==> src/rtl/phy_stim_gen.sv <==
// rtl/phy_stim_gen.sv - multi-lane serial COM/LFSR-payload frame stimulus generator
// Optional per-lane output delay lines enabled by PHY_STIM_SKEW_EN.
module phy_stim_gen #(
    parameter int          LANES        = 2,
    parameter int          WIDTH        = 8,
    parameter logic [15:0] COM_SYM      = 16'h00BC,
    parameter int          COM_COUNT    = 4,
    parameter int          PAYLOAD_SYMS = 16,
    parameter int          FRAMES       = 2
) (
    input  logic             clk_8f,
    input  logic             reset,
    input  logic             start,
    input  logic             stop,
`ifdef PHY_STIM_SKEW_EN
    input  logic [3*LANES-1:0] lane_skew,
`endif
    output logic [LANES-1:0] data_out,
    output logic             sym_start,
    output logic             is_com,
    output logic             busy,
    output logic             done,
    output logic [15:0]      frame_cnt
);

    localparam int BIT_W = $clog2(WIDTH);
    localparam int SYM_W = 12;
    localparam logic [BIT_W-1:0] BIT_LAST = BIT_W'(WIDTH - 1);
    localparam logic [SYM_W-1:0] COM_LAST = SYM_W'(COM_COUNT - 1);
    localparam logic [SYM_W-1:0] PAY_LAST = SYM_W'(PAYLOAD_SYMS - 1);
    localparam logic [WIDTH-1:0] COM_W    = COM_SYM[WIDTH-1:0];

    typedef enum logic [1:0] {S_IDLE, S_COM, S_DATA, S_DONE} state_t;

    state_t             state_q, state_d;
    logic [BIT_W-1:0]   bit_cnt_q, bit_cnt_d;
    logic [SYM_W-1:0]   sym_cnt_q, sym_cnt_d;
    logic [15:0]        frame_cnt_q, frame_cnt_d;
    logic               stop_q, stop_d;
    logic [WIDTH-1:0]   shreg_q [LANES];
    logic [WIDTH-1:0]   shreg_d [LANES];
    logic [15:0]        lfsr_q  [LANES];
    logic [15:0]        lfsr_d  [LANES];
    logic               load_com, load_pay, shift, reseed, frame_more;
    logic [LANES-1:0]   raw_bits;

    function automatic logic [15:0] lfsr_next(input logic [15:0] s);
        return {s[0] ^ s[2] ^ s[3] ^ s[5], s[15:1]};
    endfunction

    function automatic logic [15:0] lane_seed(input int lane);
        return 16'hACE1 ^ 16'(lane);
    endfunction

    always_comb begin
        state_d     = state_q;
        bit_cnt_d   = bit_cnt_q;
        sym_cnt_d   = sym_cnt_q;
        frame_cnt_d = frame_cnt_q;
        stop_d      = stop_q;
        load_com    = 1'b0;
        load_pay    = 1'b0;
        shift       = 1'b0;
        reseed      = 1'b0;
        // Continuous mode honours a stop raised on the very last bit as well.
        if (FRAMES == 0) frame_more = !(stop_q || stop);
        else             frame_more = ({1'b0, frame_cnt_q} + 17'd1) < 17'(FRAMES);
        case (state_q)
            S_IDLE: begin
                stop_d = 1'b0;
                if (start) begin
                    state_d     = S_COM;
                    bit_cnt_d   = '0;
                    sym_cnt_d   = '0;
                    frame_cnt_d = '0;
                    load_com    = 1'b1;
                    reseed      = 1'b1;
                end
            end
            S_COM, S_DATA: begin
                if (stop) stop_d = 1'b1;
                if (bit_cnt_q != BIT_LAST) begin
                    bit_cnt_d = bit_cnt_q + BIT_W'(1);
                    shift     = 1'b1;
                end else begin
                    bit_cnt_d = '0;
                    if (state_q == S_COM) begin
                        if (sym_cnt_q != COM_LAST) begin
                            sym_cnt_d = sym_cnt_q + SYM_W'(1);
                            load_com  = 1'b1;
                        end else begin
                            state_d   = S_DATA;
                            sym_cnt_d = '0;
                            load_pay  = 1'b1;
                        end
                    end else if (sym_cnt_q != PAY_LAST) begin
                        sym_cnt_d = sym_cnt_q + SYM_W'(1);
                        load_pay  = 1'b1;
                    end else begin
                        sym_cnt_d = '0;
                        if (frame_cnt_q != 16'hFFFF) frame_cnt_d = frame_cnt_q + 16'd1;
                        if (frame_more) begin
                            state_d  = S_COM;
                            load_com = 1'b1;
                        end else begin
                            state_d = S_DONE;
                        end
                    end
                end
            end
            S_DONE:  state_d = S_IDLE;
            default: state_d = S_IDLE;
        endcase
    end

    always_comb begin
        for (int l = 0; l < LANES; l++) begin
            shreg_d[l] = shreg_q[l];
            lfsr_d[l]  = lfsr_q[l];
            if (reseed) lfsr_d[l] = lane_seed(l);
            if (load_com) begin
                shreg_d[l] = COM_W;
            end else if (load_pay) begin
                shreg_d[l] = lfsr_q[l][WIDTH-1:0];
                lfsr_d[l]  = lfsr_next(lfsr_q[l]);
            end else if (shift) begin
                shreg_d[l] = shreg_q[l] << 1;
            end
        end
    end

    always_ff @(posedge clk_8f) begin
        if (!reset) begin
            state_q     <= S_IDLE;
            bit_cnt_q   <= '0;
            sym_cnt_q   <= '0;
            frame_cnt_q <= '0;
            stop_q      <= 1'b0;
            for (int l = 0; l < LANES; l++) begin
                shreg_q[l] <= '0;
                lfsr_q[l]  <= lane_seed(l);
            end
        end else begin
            state_q     <= state_d;
            bit_cnt_q   <= bit_cnt_d;
            sym_cnt_q   <= sym_cnt_d;
            frame_cnt_q <= frame_cnt_d;
            stop_q      <= stop_d;
            for (int l = 0; l < LANES; l++) begin
                shreg_q[l] <= shreg_d[l];
                lfsr_q[l]  <= lfsr_d[l];
            end
        end
    end

    always_comb begin
        busy      = (state_q == S_COM) || (state_q == S_DATA);
        is_com    = (state_q == S_COM);
        done      = (state_q == S_DONE);
        sym_start = busy && (bit_cnt_q == '0);
        frame_cnt = frame_cnt_q;
        for (int l = 0; l < LANES; l++) raw_bits[l] = busy & shreg_q[l][WIDTH-1];
    end

`ifdef PHY_STIM_SKEW_EN
    logic [2:0] skew_q [LANES];
    logic [2:0] skew_d [LANES];
    logic [6:0] dly_q  [LANES];
    logic [6:0] dly_d  [LANES];

    always_comb begin
        for (int l = 0; l < LANES; l++) begin
            skew_d[l] = (state_q == S_IDLE && start) ? lane_skew[3*l +: 3] : skew_q[l];
            dly_d[l]  = {dly_q[l][5:0], raw_bits[l]};
            data_out[l] = (skew_q[l] == 3'd0) ? raw_bits[l] : dly_q[l][skew_q[l] - 3'd1];
        end
    end

    always_ff @(posedge clk_8f) begin
        for (int l = 0; l < LANES; l++) begin
            if (!reset) begin
                skew_q[l] <= '0;
                dly_q[l]  <= '0;
            end else begin
                skew_q[l] <= skew_d[l];
                dly_q[l]  <= dly_d[l];
            end
        end
    end
`else
    assign data_out = raw_bits;
`endif

endmodule

==> config.mk <==
export PLATFORM = sky130hd
export DESIGN_NAME = phy_stim_gen
export DESIGN_NICKNAME = d
export VERILOG_FILES = /design/src/rtl/phy_stim_gen.sv
export SDC_FILE = /design/constraint.sdc
export NUM_CORES = 1
export LEC_CHECK = 0
export ABC_AREA = 1
export CAP_MARGIN = 10
export CORE_ASPECT_RATIO = 1.1
export CORE_MARGIN = 2
export CORE_UTILIZATION = 40
export CTS_CLUSTER_SIZE = 28
export DETAILED_ROUTE_END_ITERATION = 10
export HOLD_SLACK_MARGIN = 0.05
export PLACE_DENSITY = 0.58
export SKIP_LAST_GASP = 1
export SYNTH_ARGS = -nofsm -noshare
export SYNTH_HDL_FRONTEND = slang
export SYNTH_SLANG_ARGS = --single-unit
==> constraint.sdc <==
create_clock -name clk_8f -period 2.8 [get_ports clk_8f]
set_clock_uncertainty 0.15 [all_clocks]
set_input_delay 0.56 -clock clk_8f [delete_from_list [all_inputs] [get_ports clk_8f]]
set_output_delay 0.56 -clock clk_8f [all_outputs]
set_load 0.02 [all_outputs]
==> flow_summary.yaml <==
layout:
  layout-drive-gt1-share_pct: 9.83
  finalNetCount: 719
  multi_input_comb_area_um2: 2490
  n_antenna_cell: 0
  instances_no_fill: 859
  fillers: 1116
  regArea_um2: 1620
  final_util_pct: 47.7
  syn2layout_area_growth_pct: 15.1
synth:
  syn_nets: 699
  synth_area_um2: 4580
  yosysSeqAreaShare_pct: 35.4
  synth-seq-cells: 81
  ys_types: 38
  netlist_instances: 687
  avgSynthCellArea_um2: 6.67
  yosysWarnings: 0
sta:
  finalHoldViolations: 0
  fmax_ghz: 0.377
  max-slew-margin-rel_pct: 72.3
  final_max_slew_viol_count: 0
  period_minus_slack_ns: 2.65
  setup_viol: 0
  tightest_slew_ns: 0.415
  period_share_pct: 94.6
  rsz0062_at_grt: "yes"
drt:
  first_pass_iters: 5
  post_drt_wl_per_cell_um: 12.8
  final_antenna_net_count: 0
  post_drt_via_cell_ratio: 5.09
  wirelength_mm: 11.0
  vias: 4371
  drc: 0
  drt_iter0_markers: 242
worst_setup_path:
  cp.arrival_ns: 1.94
  crit_fanout: 11
  crit_type: "reg2out"
  startpoint_type: "flip-flop"
  cp-end-kind: "primary output"
  required_ns: 2.09
clock_network:
  clk_latency_ns: 0.34
  postCtsHoldBufs: 0
  h-tree-depth: 3
  cts.sinks: 81
  cts.path.max_buffers: 2
  path_clk_slew_ns: 0.06
  cts.root.buffer_cell: "clkbuf_16"
  cts_buffers: 9
  cts_tree: "done"
die:
  initial_core_util_pct: 41.4
  coreArea_um2: 11100
  rows: 40
  die_w_um: 106
  die_area_um2: 12300
  pin_count: 26
  die_h_um: 116
global_route:
  grt_pass1_vias: 4154
  grt_max_degree: 48
  antenna_found_initial: 0
  grt_pass1_wl_mm: 18.8
  grt_usage_pct: 18.8
  grt_overflow: 0
power:
  vdd_drop_max_uv: 551
  p_leak_nw: 2.24
  powerDensity_nw_per_um2: 1090
place:
  portBuffers: 24
  gp_congestion: 0.817
  hpwlAfterDp_mm: 7.56
  place_inst: 843
worst_hold_path:
  hold_path_class: "reg2reg"
job:
  drv_cap: 0
outcome:
  status: "complete, no violations"
## per-stage QoR
stage	power (W)	setup slack, ns	area [um2]	setup TNS (ns)	hold WS (ns)
3_5_place_dp	0.00461	0.213	4980	0	0.307
5_1_grt	0.00624	-0.0599	5270	-0.955	0.328
6_report	0.00575	0.151	5270	0	0.310
2_1_floorplan	0.00376	0.403	4580	0	0.291
3_3_place_gp	0.00458	0.242	4980	0	0.301
4_1_cts	0.00579	0.0335	5270	0	0.315
## cells in the final DEF (no fill, tap or decap), types with 2 or more instances in the layout
| cell type | n |
|---|---|
| a21oi_2 | 3 |
| clkinv_2 | 2 |
| o22ai_1 | 2 |
| a22oi_1 | 2 |
| nand3_1 | 45 |
| nor2_2 | 6 |
| inv_1 | 73 |
| o21ai_1 | 2 |
| clkbuf_16 | 9 |
| nor3_1 | 6 |
| nor2_4 | 3 |
| o21ai_0 | 48 |
| xnor2_1 | 4 |
| nand2_2 | 4 |
| a211oi_1 | 16 |
| nand2_1 | 185 |
| xor2_1 | 4 |
| and3_1 | 2 |
| buf_4 | 17 |
| inv_2 | 4 |
| or2_2 | 3 |
| clkdlybuf4s50_1 | 22 |
| clkbuf_1 | 3 |
| a21oi_1 | 61 |
| dfxtp_1 | 81 |
| nand2_4 | 2 |
| ha_1 | 8 |
| a31oi_1 | 7 |
| nor2_1 | 51 |
| nand3_2 | 13 |
| o31ai_1 | 2 |
| nand4_1 | 11 |
| o221ai_1 | 2 |
## critical path, stage by stage, from the launching register on
cell             delay (ns)
dfxtp_1                0.37
inv_1                  0.06
ha_1                   0.35
buf_4                  0.20
clkdlybuf4s50_1        0.61
## final cells by class
class	count	share of cell area, %
clock buffer	13	4.75
clock inverter	3	0.760
inverter	78	5.63
multi-input combinational	495	47.2
sequential	81	30.8
tap	147	3.49
timing repair buffer	42	7.38
## layer usage
metal | global-route usage, % | part of all wire (%) | wire length [um] | up-vias
li1 | - | - | - | 2299
met1 | 23.4 | 47 | 5200 | 1966
met2 | 32.3 | 47 | 5150 | 89
met3 | 2.68 | 3.7 | 409 | 17
met4 | 8.68 | 1.9 | 208 | 0
met5 | 0 | 0 | 0 | -
## kinds of logic (layout without fill, tap and decap cells)
family	count (synthesis)	in the layout	synth area share, %
xor+xnor	8	8	1.53
compound gates	147	147	17.9
flops	81	81	35.4
buf+inv	111	136	10.4
simple gates	332	332	32.6
fa+ha+maj	8	8	2.19
## final timing paths
path	start	to	slack, ns	cells past startpoint
setup / recovery	state_q[0]	busy	0.15	4
hold / removal	sym_cnt_q[11]	sym_cnt_q[11]	0.31	2
setup reg to reg	frame_cnt[0]	shreg_q[0][2]	0.23	16
hold reg to reg	sym_cnt_q[11]	sym_cnt_q[11]	0.31	2
## what timing repair did
item	CTS	global route
cloned	0	0
resized for setup	1	2
buffers inserted	0	0
endpoints found under the setup margin	1	35
hold endpoints to repair	0	0
## registers in the layout, indices dropped and copies added, names as in the netlist
name       flops
shreg_q       16
frame_cnt     16
sym_cnt_q     12
state_q        2
lfsr_q        32
bit_cnt_q      3
## power breakdown
part           internal [W]  switching (W)  total [W]
sequential          0.00142       0.000206    0.00163
clock              0.000713       0.000454    0.00117
combinational       0.00107        0.00188    0.00295
total               0.00320        0.00254    0.00575
## synthesized netlist by cell type, drive strengths merged
library cell  number  area [um2]
xnor2              4        35.0
a221oi             1        8.76
nor3               6        30.0
ha                 8         100
o31ai              2        15.0
dfxtp             81        1620
nand2            191         742
o21ai             50         250
o211ai             1        7.51
clkinv             1        3.75
and3               2        12.5
xor2               4        35.0
nand4             11        68.8
a211oi            16         120
nand3b             1        7.51
buf               14         110
or2                3        18.8
clkbuf            19        71.3
o22ai              2        12.5
a22oi              2        15.0
inv               77         289
a21oi             64         332
o221ai             2        17.5
nor2              60         263
nand3             58         350
a31oi              7        43.8
Note: power is estimated with default switching activity, not from simulation.
